File: config.mk
export PLATFORM = sky130hd
export DESIGN_NAME = varint_decode_ctrl
export DESIGN_NICKNAME = d
export VERILOG_FILES = /design/src/rtl/varint_pkg.sv /design/src/rtl/varint_accum.sv /design/src/rtl/varint_decode_ctrl.sv
export SDC_FILE = /design/constraint.sdc
export NUM_CORES = 1
export LEC_CHECK = 0
export CAP_MARGIN = 30
export CELL_PAD_IN_SITES_DETAIL_PLACEMENT = 1
export CELL_PAD_IN_SITES_GLOBAL_PLACEMENT = 1
export CORE_MARGIN = 10
export CORE_UTILIZATION = 35
export CTS_CLUSTER_SIZE = 16
export DETAILED_ROUTE_END_ITERATION = 7
export DONT_BUFFER_PORTS = 1
export GPL_TIMING_DRIVEN = 0
export PLACE_DENSITY = 0.58
export SLEW_MARGIN = 30
export SYNTH_ARGS = -nofsm -noshare
export SYNTH_HDL_FRONTEND = slang
export SYNTH_SLANG_ARGS = --single-unit
File: constraint.sdc
create_clock -name clk -period 4.2 [get_ports clk]
set_input_delay 0.84 -clock clk [delete_from_list [all_inputs] [get_ports clk]]
set_output_delay 0.84 -clock clk [all_outputs]
set_load 0.005 [all_outputs]
File: src/rtl/varint_pkg.sv
// Shared types and constants for the LEB128-style varint decoder.
package varint_pkg;

  localparam int unsigned DefaultOutW     = 64;
  localparam int unsigned DefaultMaxBytes = 10;
  // Byte index width; covers MAX_BYTES up to 15.
  localparam int unsigned KW = 4;

  typedef enum logic [1:0] {
    StIdle,
    StAccum,
    StEmit,
    StError
  } state_e;

endpackage

File: src/rtl/varint_accum.sv
// Varint accumulator: ORs each 7-bit payload group into place and counts bytes.
module varint_accum
  import varint_pkg::*;
#(
  parameter int unsigned OUT_W = DefaultOutW
) (
  input  logic             clk,
  input  logic             reset,
  input  logic             clear,
  input  logic             load,
  input  logic [6:0]       data,
  output logic [OUT_W-1:0] acc,
  output logic [KW-1:0]    k
);

  logic [7:0]       shamt;
  logic [OUT_W-1:0] shifted;

  assign shamt = 8'(k) * 8'd7;
  // Groups landing beyond OUT_W fall off the top of the shift.
  assign shifted = OUT_W'(data) << shamt;

  always_ff @(posedge clk) begin
    if (reset || clear) begin
      acc <= '0;
      k   <= '0;
    end else if (load) begin
      acc <= acc | shifted;
      k   <= k + KW'(1);
    end
  end

endmodule

File: src/rtl/varint_decode_ctrl.sv
// Varint decode controller: pulls bytes from a show-ahead FIFO, assembles one
// value per varint and pushes it to the output FIFO.
module varint_decode_ctrl
  import varint_pkg::*;
#(
  parameter int unsigned OUT_W     = DefaultOutW,
  parameter int unsigned MAX_BYTES = DefaultMaxBytes
) (
  input  logic             clk,
  input  logic             reset,
  input  logic             enable,
  input  logic             clr,
  input  logic             varint_in_fifo_empty,
  input  logic [7:0]       varint_in_fifo_data,
  output logic             varint_in_fifo_pop,
  output logic             varint_in_index_pop,
  input  logic             varint_out_fifo_full,
  output logic [OUT_W-1:0] varint_out_fifo_data,
  output logic             varint_out_fifo_push,
  output logic             varint_out_index_push,
  output logic             varint_out_fifo_clr,
  output logic             varint_out_index_clr,
  output logic             busy,
  output logic             err_overlong,
  output logic [15:0]      decoded_count
);

  localparam logic [KW-1:0] LastK = KW'(MAX_BYTES - 1);

  state_e           state_q;
  logic             err_q;
  logic [15:0]      count_q;
  logic [OUT_W-1:0] hold_q;
  logic [OUT_W-1:0] acc;
  logic [KW-1:0]    k;
  logic             active, pop, push, start, terminate, overlong;

  // Reset beats clr, and clr suppresses every handshake in its cycle.
  assign active    = !reset && !clr;
  assign pop       = active && (state_q == StAccum) && !varint_in_fifo_empty;
  assign push      = active && (state_q == StEmit) && !varint_out_fifo_full;
  assign start     = active && (state_q == StIdle) && enable && !varint_in_fifo_empty;
  assign terminate = pop && !varint_in_fifo_data[7];
  assign overlong  = pop && varint_in_fifo_data[7] && (k == LastK);

  varint_accum #(
    .OUT_W(OUT_W)
  ) u_accum (
    .clk  (clk),
    .reset(reset),
    .clear(clr || start),
    .load (pop),
    .data (varint_in_fifo_data[6:0]),
    .acc  (acc),
    .k    (k)
  );

  always_ff @(posedge clk) begin
    if (reset) begin
      state_q <= StIdle;
      err_q   <= 1'b0;
      count_q <= '0;
      hold_q  <= '0;
    end else begin
      if (state_q == StEmit) hold_q <= acc;
      count_q <= count_q;
      if (clr) begin
        state_q <= StIdle;
        err_q   <= 1'b0;
        count_q <= '0;
      end else begin
        case (state_q)
          StIdle: if (start) state_q <= StAccum;
          StAccum: begin
            if (terminate) begin
              state_q <= StEmit;
            end else if (overlong) begin
              err_q   <= 1'b1;
              state_q <= StError;
            end
          end
          StEmit: begin
            if (push) begin
              count_q <= count_q + 16'd1;
              state_q <= StIdle;
            end
          end
          StError: state_q <= StError;
          default: state_q <= StIdle;
        endcase
      end
    end
  end

  assign varint_in_fifo_pop    = pop;
  assign varint_in_index_pop   = terminate;
  assign varint_out_fifo_push  = push;
  assign varint_out_index_push = push;
  assign varint_out_fifo_clr   = !reset && clr;
  assign varint_out_index_clr  = !reset && clr;
  assign busy                  = !reset && (state_q != StIdle);
  assign err_overlong          = err_q;
  assign decoded_count         = count_q;
  // Live accumulator while emitting; last emitted value otherwise.
  assign varint_out_fifo_data  = (state_q == StEmit) ? acc : hold_q;

endmodule

==> PnR_summary.wiki, run 1 <==
{| class="wikitable"
! Metric !! Value
|-
| Number of cell instances on the worst register-to-register path || 6
|-
| Remaining routing DRC violations || 0
|-
| Number of global-route vias before repair || 4,328
|-
| Pwr/cell area || 467.8 mW/mm²
|-
| Number of failing hold endpoints at the final stage || 0
|-
| Yosys warning total || 0
|-
| Number of H-tree branching levels || 4
|-
| Hold slack || 0.4594 ns
|-
| Total CTS buffers || 17
|-
| Total power of the final layout || 3.091 mW
|-
| Global placement routability congestion || 0.7300
|-
| Worst hold path startpoint || u_accum.acc[21]$_SDFFE_PP0N_
|-
| Instance count of the mapped netlist || 582
|-
| Area growth from synthesis to layout || 16.10%
|-
| Slew @ Worst Pin || 0.8021 ns
|-
| Hold-fix buffers, CTS || 0
|-
| Setup Total Neg Slack || 0 ns
|-
| Clk buf depth || 2
|-
| Synth unique cells || 36
|-
| Sequential cell fraction of total power || 46.4%
|-
| CP Max Fanout || 10
|-
| Ant diodes || 0
|-
| Multi-input gate area in the final layout || 0.002491 mm²
|-
| Clock slew seen by the registers of the worst setup and hold paths || 0.06 ns
|-
| Die Y-Extent || 147.5 µm
|-
| Maximum number of pins on one net before global-route repair || 17
|-
| Outcome || finished, final reports clean
|-
| Total of max-cap violations || 0
|-
| Switching pwr || 0.6235 mW
|-
| Clock sink total || 151
|-
| Top cells by area, synth || sky130_fd_sc_hd__dfxtp_1 (53%), sky130_fd_sc_hd__mux2_2 (13%), sky130_fd_sc_hd__nor2b_1 (7.3%)
|-
| Clock root buffer master || sky130_fd_sc_hd__clkbuf_16
|-
| Clock latency on the worst-skew pair || 0.42 ns
|-
| Antenna violations before repair || 0
|-
| Aggregate routed wire length || 15.49 mm
|-
| Switching Share || 20.17%
|-
| Count of pins over their slew limit || 0
|-
| Synthesized area || 0.005690 mm²
|-
| Total routing resource utilization after global routing || 14.38%
|-
| Floorplan die area || 0.02176 mm²
|-
| Data required, critical path || 3.36 ns
|-
| RSZ-0062 raised after global routing || no
|-
| Horizontal die dimension || 147.5 µm
|-
| Path type of the worst min-delay path || register to register
|-
| Slew headroom || 46.08%
|-
| Number of endpoints failing setup at the final stage || 0
|-
| Worst IR Drop VDD || 0.0002694 V
|-
| CTS tree || yes
|-
| Routed via count divided by cell count || 4.979
|-
| Internal power || 2.467 mW
|-
| Sequential cell area fraction in the yosys report || 53.12%
|-
| Total via count in the routed design || 4,128
|-
| Syn_nets || 599
|-
| Area leader, netlist || sky130_fd_sc_hd__dfxtp_1
|-
| Maximum operating frequency || 287.8 MHz
|-
| Crit path arrival time || 2.64 ns
|-
| Post-layout nets || 618
|-
| Post-DP HPWL || 11.28 mm
|-
| Launch point of the critical path || state_q[0]$_SDFFE_PP0P_
|-
| Commonest non-fill, non-tap cell in the layout || sky130_fd_sc_hd__dfxtp_1
|-
| Clock skew || 0.01106 ns
|-
| Type of destination of the critical path || primary output
|-
| Final cycle utilization of the critical path || 82.74%
|-
| Startpoint Class || register
|-
| Violation count after the first detailed-routing iteration || 175
|-
| Number of input and output port buffers inserted || 0
|-
| Combinational cell fraction of total power || 2.1%
|-
| FF+latch count, synth || 151
|-
| Average routed wire per standard cell || 18.68 µm
|-
| Most frequent cells in the layout || sky130_fd_sc_hd__dfxtp_1 (151), sky130_fd_sc_hd__nor2_1 (67), sky130_fd_sc_hd__nor2b_1 (66)
|-
| Number of fill cells || 1,823
|-
| GRT overflow || 0
|-
| Post-route antenna net violation count || 0
|-
| Leakage power summed over all cells || 2.405 nW
|-
| Global-route wire length before repair || 24.52 mm
|-
| Reg2reg start || state_q[0]$_SDFFE_PP0P_
|-
| Clock network fraction of total power || 51.6%
|-
| Sequential standard cell area || 0.003023 mm²
|-
| Starting density of the core || 35.82%
|-
| Syn_area_per_cell || 9.777 µm²
|-
| Proportion of layout cells with a drive suffix above 1 || 19.09%
|-
| Post-CTS Resized || 0
|-
| Critical path class || register to primary output
|-
| Hold Path Depth || 2
|-
| Standard-cell row count || 46
|-
| Number of top-level design ports || 102
|-
| Clock period minus worst slack || 3.475 ns
|-
| Number of search-and-repair iterations in the first detailed-routing pass || 4
|-
| Post-CTS repair timing setup buffer count || 0
|-
| Standard cell core area || 0.01589 mm²
|-
| Synth top area share || 53.12%
|}
==> cells in the mapped netlist, drive strengths merged <==
library cell  number
and3               1
or3                7
xor2               2
a211oi             1
nor3               3
mux2              64
a21bo              1
nand3              7
o31ai              6
nand2             35
and4               2
and2               3
nand2b             4
ha                 3
or4b               2
dfxtp            151
or3b               1
a31oi             14
xnor2              6
nand4              1
nor2b             66
or4                5
clkbuf            38
nand4b             3
o21ai             23
nor3b              1
a21oi             46
inv                3
or2                3
buf                5
nor4               8
nor2              67
==> power by group through the flow <==
stage	combinational [mW]	sequential, mW	clock, mW
2_1_floorplan	0.0393	1.46	0
3_3_place_gp	0.0638	1.46	0
3_5_place_dp	0.0659	1.46	0
4_1_cts	0.0661	1.43	1.63
5_1_grt	0.0713	1.43	1.70
6_report	0.0641	1.43	1.59
==> cell families (layout without fill, tap and decap cells) <==
family          Yosys count  after routing  share of synthesized area [%]
simple gates            219            219                          19.97
flops                   151            151                          53.12
compound gates           91             91                          8.707
mux                      64             64                          12.66
buf+inv                  46             77                          3.650
xor+xnor                  8              8                          1.231
fa+ha+maj                 3              3                         0.6597
==> stage by stage <==
step	utilization, %	cell area [µm²]	worst slack (ns)	std cells
CTS	41.59	6606	0.6397	829
global placement	37.52	5961	1.184	798
floorplan	-	5690	1.473	582
finish	41.59	6606	0.7250	829
detailed placement	37.72	5992	1.123	798
global route	41.59	6606	0.5422	829
==> state kept, by name, summed over array words and instances (netlist names) <==
| signal | flops |
|---|---|
| u_accum.k | 4 |
| state_q | 2 |
| hold_q | 64 |
| decoded_count | 16 |
| u_accum.acc | 64 |
| err_overlong | 1 |
==> worst max-delay path, cell delays in order, from the launching register on <==
cell                       delay, ns
sky130_fd_sc_hd__dfxtp_1        0.33
sky130_fd_sc_hd__buf_6          0.13
sky130_fd_sc_hd__nand2b_1       0.13
sky130_fd_sc_hd__clkbuf_1       0.60
sky130_fd_sc_hd__clkbuf_1       0.58
sky130_fd_sc_hd__mux2_2         0.45
==> path summary, 6_finish.rpt <==
kind                                                     end  slack (ns)
worst min-delay path            u_accum.acc[21]$_SDFFE_PP0N_        0.46
worst max-delay path                varint_out_fifo_data[20]        0.72
worst min register to register  u_accum.acc[21]$_SDFFE_PP0N_        0.46
worst max register to register  u_accum.acc[19]$_SDFFE_PP0N_        1.69
==> area by class of cell <==
cell class                      count  area share (%)
Clock inverter                      8           2.216
Multi-Input combinational cell    385           37.71
Sequential cell                   151           45.76
Tap cell                          216           4.091
Clock buffer                       23           7.083
Inverter                            3          0.1705
Buffer                             43           2.973
==> layer usage <==
| layer | GRT usage (%) | routed length [µm] | vias up | part of all wire (%) |
|---|---|---|---|---|
| met1 | 17.00 | 6889 | 2023 | 44 |
| met2 | 23.51 | 7338 | 90 | 47 |
| met3 | 5.464 | 1073 | 11 | 6.9 |
| met4 | 4.757 | 184 | 0 | 1.2 |
| met5 | 0 | 0 | - | 0 |
| li1 | - | - | 2004 | - |
Note: power is estimated with default switching activity, not from simulation.
==> inputs of run 2 (changes only) <==
- clock period: 4.2 -> 3.5 ns (I/O delays scaled with it)
==> run 2 against run 1 <==
First-iteration DRC count is 2.3% higher. Die area is the same. Non-clock buffer count unchanged. Largest power group unchanged.
==> PnR_summary.wiki, run 2 (same netlist as run 1, synthesis figures left out) <==
{| class="wikitable"
! Metric !! Value
|-
| Outcome || finished, final reports clean
|-
| Most Frequent Cell on Critical Path || sky130_fd_sc_hd__clkbuf_1
|-
| Slowest cell on the critical path || sky130_fd_sc_hd__clkbuf_1
|-
| Pwr/cell area || 560.9 mW/mm² (+20%)
|-
| Post-route antenna net violation count || 0 (unchanged)
|-
| Type of destination of the critical path || primary output
|-
| Clk buf depth || 2 (unchanged)
|-
| Slew headroom || 46.08% (about the same)
|-
| Clock root buffer master || sky130_fd_sc_hd__clkbuf_16
|-
| Maximum operating frequency || 299.1 MHz
|-
| Total power of the final layout || 3.706 mW (+20%)
|-
| Aggregate routed wire length || 15.48 mm (about the same)
|-
| Die Y-Extent || 147.5 µm (unchanged)
|-
| Final core area utilization || 41.60% (about the same)
|-
| Number of buffers and inverters on the critical path || 3 (unchanged)
|-
| Hold Path Depth || 2 (unchanged)
|-
| Remaining routing DRC violations || 0 (unchanged)
|-
| Number of endpoints failing setup at the final stage || 0 (unchanged)
|-
| Proportion of layout cells with a drive suffix above 1 || 19.25% (+0.16 points)
|-
| Number of H-tree branching levels || 4 (unchanged)
|-
| Ant diodes || 0 (unchanged)
|-
| Average routed wire per standard cell || 18.67 µm (about the same)
|-
| Starting density of the core || 35.82% (unchanged)
|-
| Critical-path cell list || buf_6, nand2b_1, clkbuf_1, clkbuf_1, mux2_2
|-
| Total via count in the routed design || 4,135 (+0.17%)
|-
| Maximum number of pins on one net before global-route repair || 17 (unchanged)
|-
| RSZ-0062 raised after global routing || no
|-
| Clock slew seen by the registers of the worst setup and hold paths || 0.06 ns (about the same)
|-
| Number of global-route vias before repair || 4,328 (unchanged)
|-
| Clock sink total || 151 (unchanged)
|-
| CTS tree || yes
|-
| Number of search-and-repair iterations in the first detailed-routing pass || 4 (unchanged)
|-
| Post-DP HPWL || 11.28 mm (unchanged)
|-
| Antenna violations before repair || 0 (unchanged)
|-
| Hold slack || 0.4594 ns (unchanged)
|-
| Count of pins over their slew limit || 0 (unchanged)
|-
| Clock latency on the worst-skew pair || 0.42 ns (about the same)
|-
| Leakage power summed over all cells || 2.407 nW (+0.10%)
|-
| GRT overflow || 0 (unchanged)
|-
| Setup Total Neg Slack || 0 ns (unchanged)
|-
| Clock period minus worst slack || 3.343 ns
|-
| Horizontal die dimension || 147.5 µm (unchanged)
|-
| Number of top-level design ports || 102 (unchanged)
|-
| Reg2Reg Setup Slack || 0.99 ns (-0.70 ns)
|-
| Number of cell instances on the worst register-to-register path || 6 (unchanged)
|-
| CP top delay family || buffers and inverters
|-
| Total routing resource utilization after global routing || 14.38% (unchanged)
|-
| Worst hold path startpoint || u_accum.acc[21]$_SDFFE_PP0N_
|-
| Worst IR Drop VDD || 0.0003232 V (+20%)
|-
| Number of input and output port buffers inserted || 0 (unchanged)
|-
| Global-route wire length before repair || 24.52 mm (unchanged)
|-
| Commonest non-fill, non-tap cell in the layout || sky130_fd_sc_hd__dfxtp_1
|-
| Critical path class || register to primary output
|-
| Worst min-delay path endpoint || u_accum.acc[21]$_SDFFE_PP0N_
|-
| Most frequent cells in the layout || sky130_fd_sc_hd__dfxtp_1 (151), sky130_fd_sc_hd__nor2_1 (67), sky130_fd_sc_hd__nor2b_1 (66)
|-
| Critical Path Max Stage Delay || 0.61 ns (about the same)
|-
| Startpoint Class || register
|-
| Violation count after the first detailed-routing iteration || 179 (+2.3%)
|-
| Clock skew || 0.01106 ns (-0.000004900 ns)
|-
| Slew @ Worst Pin || 0.8021 ns (+0.000004828 ns)
|-
| Path type of the worst min-delay path || register to register
|-
| Floorplan die area || 0.02176 mm² (unchanged)
|-
| Standard cell core area || 0.01589 mm² (unchanged)
|-
| RR Endpoint || u_accum.acc[19]$_SDFFE_PP0N_
|-
| Total CTS buffers || 17 (unchanged)
|-
| Number of failing hold endpoints at the final stage || 0 (unchanged)
|-
| Final cycle utilization of the critical path || 95.52%
|-
| Routed via count divided by cell count || 4.988 (+0.17%)
|-
| Crit path arrival time || 2.64 ns (about the same)
|-
| CP Max Fanout || 10 (unchanged)
|-
| Instance area at placement || 0.005992 mm² (unchanged)
|-
| Post-layout nets || 618 (unchanged)
|-
| Data required, critical path || 2.80 ns (-0.56 ns)
|-
| Area growth from synthesis to layout || 16.12% (about the same)
|-
| Final non-filler cell area || 0.006608 mm² (about the same)
|-
| Total of max-cap violations || 0 (unchanged)
|-
| Hold-fix buffers, CTS || 0 (unchanged)
|-
| Standard-cell row count || 46 (unchanged)
|-
| Global placement routability congestion || 0.7300 (unchanged)
|-
| Number of fill cells || 1,823 (unchanged)
|-
| Reg2reg start || state_q[0]$_SDFFE_PP0P_
|}
[run 2: cell counts in the layout (fill, tap and decap cells not counted)]
Identical to the previous run, type by type.
[run 2: worst reg2reg max path: stages (launching register included)]
cell	delay [ns]
sky130_fd_sc_hd__dfxtp_1	0.33
sky130_fd_sc_hd__buf_6	0.13
sky130_fd_sc_hd__or3b_2	0.44
sky130_fd_sc_hd__clkbuf_1	0.25
sky130_fd_sc_hd__nor2_1	0.59
sky130_fd_sc_hd__nand4b_1	0.42
sky130_fd_sc_hd__o21ai_0	0.27
[run 2: per-layer routing]
metal  GRT usage (%)  vias up  part of all wire [%]
met5               0        -                     0
met4           4.757        0                   1.2
met3           5.464       11                   7.0
met2           23.51       90                    47
met1           17.00     2030                    44
li1                -     2004                     -
[run 2: layout make-up]
cell class / count / area (µm²) / share of cell area [%]
Tap cell: 216 / 270.3 / 4.090
Clock buffer: 23 / 467.9 / 7.082
Inverter: 3 / 11.26 / 0.1704
Sequential cell: 151 / 3023 / 45.75
Buffer: 43 / 197.7 / 2.992
Multi-Input combinational cell: 385 / 2491 / 37.70
Clock inverter: 8 / 146.4 / 2.215
[run 2: worst max-delay path by stage]
stage / cells past startpoint / from / slack (ns) / endpoint
global placement: 5 / varint_in_fifo_empty / 0.62 / u_accum.acc[58]$_SDFFE_PP0N_
CTS: 5 / state_q[0]$_SDFFE_PP0P_ / 0.08 / varint_out_fifo_data[28]
finish: 5 / state_q[0]$_SDFFE_PP0P_ / 0.16 / varint_out_fifo_data[20]
floorplan: 6 / reset / 1.03 / decoded_count[15]$_SDFFE_PP0P_
global route: 5 / state_q[0]$_SDFFE_PP0P_ / 0.02 / varint_out_fifo_data[19]
detailed placement: 5 / state_q[0]$_SDFFE_PP0P_ / 0.56 / varint_out_fifo_data[28]
[run 2: stage by stage]
stage	setup slack [ns]	cells
global route	0.01526	829
detailed placement	0.5626	798
CTS	0.07969	829
finish	0.1567	829
global placement	0.6239	798
floorplan	1.034	582
[run 2: what timing repair did]
item                                    in CTS  in global routing
endpoints found under the setup margin       0                 10
setup buffers                                0                  0
gates resized for setup                      0                  2
[run 2: power by group]
group	internal, mW	leakage (nW)	total [mW]	switching, mW
combinational	0.0148	0.895	0.0769	0.0621
clock	1.23	0.297	1.91	0.683
sequential	1.72	1.22	1.72	0.000450
==> inputs of run 3 (changes only) <==
- PLACE_DENSITY: 0.58 -> 0.67
- clock period: 3.5 -> 3.87 ns (I/O delays scaled with it)
==> run 3 against run 2 <==
Largest power group unchanged. Largest cell class unchanged. Sequential power decreased by 9%. Global-route usage decreased by 0.31 points. Wire length decreased by 0.87%. Critical endpoint is now varint_out_fifo_data[27]. Clock skew decreased by 0.0039 ns. Sequential cell count unchanged. Highest routed layer unchanged. Sequential share of layout area decreased by 0.53 points. Critical path depth unchanged. Combinational power decreased by 10%. Register-to-register slack improved by 0.26 ns. Non-clock buffer count unchanged. First-iteration DRC count decreased by 12%. Worst setup slack improved by 0.37 ns.
==> PnR_summary.wiki, run 3 (same netlist as run 1, synthesis figures left out) <==
{| class="wikitable"
! Metric !! Value
|-
| Instance area at placement || 0.005992 mm² (unchanged)
|-
| Most frequent cells in the layout || sky130_fd_sc_hd__dfxtp_1 (151), sky130_fd_sc_hd__nor2_1 (67), sky130_fd_sc_hd__nor2b_1 (66)
|-
| Clock skew || 0.007135 ns (-0.003922 ns)
|-
| Clock latency on the worst-skew pair || 0.42 ns (about the same)
|-
| Global-route wire length before repair || 24.05 mm (-1.9%)
|-
| Die Y-Extent || 147.5 µm (unchanged)
|-
| Crit path arrival time || 2.57 ns (-0.07 ns)
|-
| Violation count after the first detailed-routing iteration || 158 (-12%)
|-
| Total of max-cap violations || 0 (unchanged)
|-
| Final core area utilization || 42.08% (+0.49 points)
|-
| Most Frequent Cell on Critical Path || sky130_fd_sc_hd__clkbuf_1
|-
| Data required, critical path || 3.10 ns (+0.30 ns)
|-
| Launch point of the critical path || state_q[0]$_SDFFE_PP0P_
|-
| RR Endpoint || u_accum.acc[14]$_SDFFE_PP0N_
|-
| Number of global-route vias before repair || 4,323 (-0.12%)
|-
| Final cell count without fillers || 829 (unchanged)
|-
| Path type of the worst min-delay path || register to register
|-
| Antenna violations before repair || 0 (unchanged)
|-
| Clock slew seen by the registers of the worst setup and hold paths || 0.06 ns (about the same)
|-
| Average routed wire per standard cell || 18.51 µm (-0.87%)
|-
| Standard-cell row count || 46 (unchanged)
|-
| Number of failing hold endpoints at the final stage || 0 (unchanged)
|-
| Slew headroom || 38.46% (-7.6 points)
|-
| CTS tree || yes
|-
| Total CTS buffers || 17 (unchanged)
|-
| Proportion of layout cells with a drive suffix above 1 || 19.44% (+0.19 points)
|-
| Number of H-tree branching levels || 4 (unchanged)
|-
| Number of input and output port buffers inserted || 0 (unchanged)
|-
| Standard cell core area || 0.01589 mm² (unchanged)
|-
| Number of top-level design ports || 102 (unchanged)
|-
| Maximum operating frequency || 299.4 MHz
|-
| Reg2Reg Setup Slack || 1.25 ns (+0.26 ns)
|-
| GRT overflow || 0 (unchanged)
|-
| Commonest non-fill, non-tap cell in the layout || sky130_fd_sc_hd__dfxtp_1
|-
| Remaining routing DRC violations || 0 (unchanged)
|-
| Slowest cell on the critical path || sky130_fd_sc_hd__clkbuf_1
|-
| Hold slack || 0.4690 ns (+0.009527 ns)
|-
| Number of buffers and inverters on the critical path || 3 (unchanged)
|-
| Post-DP HPWL || 11.18 mm (-0.91%)
|-
| Number of search-and-repair iterations in the first detailed-routing pass || 4 (unchanged)
|-
| Aggregate routed wire length || 15.34 mm (-0.87%)
|-
| Hold-fix buffers, CTS || 0 (unchanged)
|-
| CP top delay family || buffers and inverters
|-
| Global placement routability congestion || 0.7398 (+1.3%)
|-
| Post-layout nets || 618 (unchanged)
|-
| Post-CTS repair timing setup buffer count || 0 (unchanged)
|-
| Critical Path Max Stage Delay || 0.56 ns (-0.05 ns)
|-
| Startpoint Class || register
|-
| Horizontal die dimension || 147.5 µm (unchanged)
|-
| Routed via count divided by cell count || 5.036 (+0.97%)
|-
| Clock root buffer master || sky130_fd_sc_hd__clkbuf_16
|-
| Starting density of the core || 35.82% (unchanged)
|-
| Floorplan die area || 0.02176 mm² (unchanged)
|-
| Clock sink total || 151 (unchanged)
|-
| Post-CTS Resized || 0 (unchanged)
|-
| Clk buf depth || 2 (unchanged)
|-
| Total via count in the routed design || 4,175 (+0.97%)
|-
| Area growth from synthesis to layout || 17.48%
|-
| Type of destination of the critical path || primary output
|-
| Number of cell instances on the worst register-to-register path || 6 (unchanged)
|-
| Critical-path cell list || buf_6, nand2b_1, clkbuf_1, clkbuf_1, mux2_2
|-
| Worst IR Drop VDD || 0.0002992 V (-7.4%)
|-
| Post-route antenna net violation count || 0 (unchanged)
|-
| RSZ-0062 raised after global routing || no
|-
| Number of endpoints failing setup at the final stage || 0 (unchanged)
|-
| Pwr/cell area || 532.6 mW/mm² (-5.0%)
|-
| CP Capture Point || varint_out_fifo_data[27]
|-
| Count of pins over their slew limit || 0 (unchanged)
|-
| # placed instances || 798 (unchanged)
|-
| Final non-filler cell area || 0.006685 mm² (+1.2%)
|-
| Reg2reg start || state_q[0]$_SDFFE_PP0P_
|-
| Slew @ Worst Pin || 0.9155 ns (+0.1134 ns)
|-
| Setup Total Neg Slack || 0 ns (unchanged)
|-
| Final cycle utilization of the critical path || 86.30%
|-
| Path length in cells of the critical path || 5 (unchanged)
|-
| Outcome || finished, final reports clean
|-
| Total routing resource utilization after global routing || 14.08% (-0.31 points)
|-
| Leakage power summed over all cells || 2.447 nW (+1.6%)
|-
| Clock period minus worst slack || 3.340 ns
|-
| Critical path class || register to primary output
|-
| Maximum number of pins on one net before global-route repair || 17 (unchanged)
|-
| CP Max Fanout || 10 (unchanged)
|}
run 3: cell count changes in the layout (fill, tap and decap cells not counted), sizes merged:
| cell | change |
|---|---|
| clkinv | -1 |
| diode | +1 |
| clkinvlp | -1 |
| clkbuf | -2 |
| bufinv | +3 |
run 3: final cells by class:
class	count	area [µm²]
fillers	1838	9200
flip-flops and latches	151	3023
multi-input cells	385	2491
clock buffers	21	470.5
well taps	216	270.3
clock inverters	9	220.2
plain buffers	43	196.4
inverters	3	11.26
diodes	1	2.502
run 3: how the worst min path moves through the flow:
stage | end | depth (start not counted) | slack [ns] | startpoint
4_1_cts | u_accum.acc[50]$_SDFFE_PP0N_ | 2 | 0.47 | u_accum.acc[50]$_SDFFE_PP0N_
5_1_grt | u_accum.acc[61]$_SDFFE_PP0N_ | 2 | 0.49 | u_accum.acc[61]$_SDFFE_PP0N_
3_3_place_gp | u_accum.acc[27]$_SDFFE_PP0N_ | 2 | 0.44 | u_accum.acc[27]$_SDFFE_PP0N_
3_5_place_dp | u_accum.acc[27]$_SDFFE_PP0N_ | 2 | 0.45 | u_accum.acc[27]$_SDFFE_PP0N_
6_report | u_accum.acc[50]$_SDFFE_PP0N_ | 2 | 0.47 | u_accum.acc[50]$_SDFFE_PP0N_
2_1_floorplan | u_accum.acc[7]$_SDFFE_PP0N_ | 2 | 0.42 | u_accum.acc[7]$_SDFFE_PP0N_
run 3: per-layer routing:
| layer | routed length, µm | share of wire, % | up-vias | global-route usage [%] |
|---|---|---|---|---|
| met4 | 193 | 1.3 | 0 | 4.460 |
| li1 | - | - | 2011 | - |
| met1 | 6630 | 43 | 2056 | 16.32 |
| met5 | 0 | 0 | - | 0 |
| met2 | 7234 | 47 | 94 | 22.72 |
| met3 | 1284 | 8.4 | 14 | 6.380 |
run 3: through the flow:
stage | power [mW] | setup slack [ns]
after floorplan | 1.632 | 1.275
after global placement | 1.658 | 0.9477
after detailed placement | 1.661 | 0.9251
after CTS | 3.601 | 0.4359
after global routing | 3.693 | 0.2956
final | 3.561 | 0.5302
run 3: report_power, final:
group	total, mW	switching (mW)	internal [mW]	leakage (nW)
logic	0.0689	0.0555	0.0134	0.892
registers	1.56	0.000349	1.56	1.22
clock network	1.94	0.619	1.32	0.339
run 3: worst reg2reg max path: stages, from the launching register on:
cell	delay [ns]
sky130_fd_sc_hd__dfxtp_1	0.32
sky130_fd_sc_hd__buf_6	0.12
sky130_fd_sc_hd__or3b_2	0.43
sky130_fd_sc_hd__clkbuf_1	0.25
sky130_fd_sc_hd__nor2_1	0.64
sky130_fd_sc_hd__nand4b_1	0.45
sky130_fd_sc_hd__o21ai_0	0.31
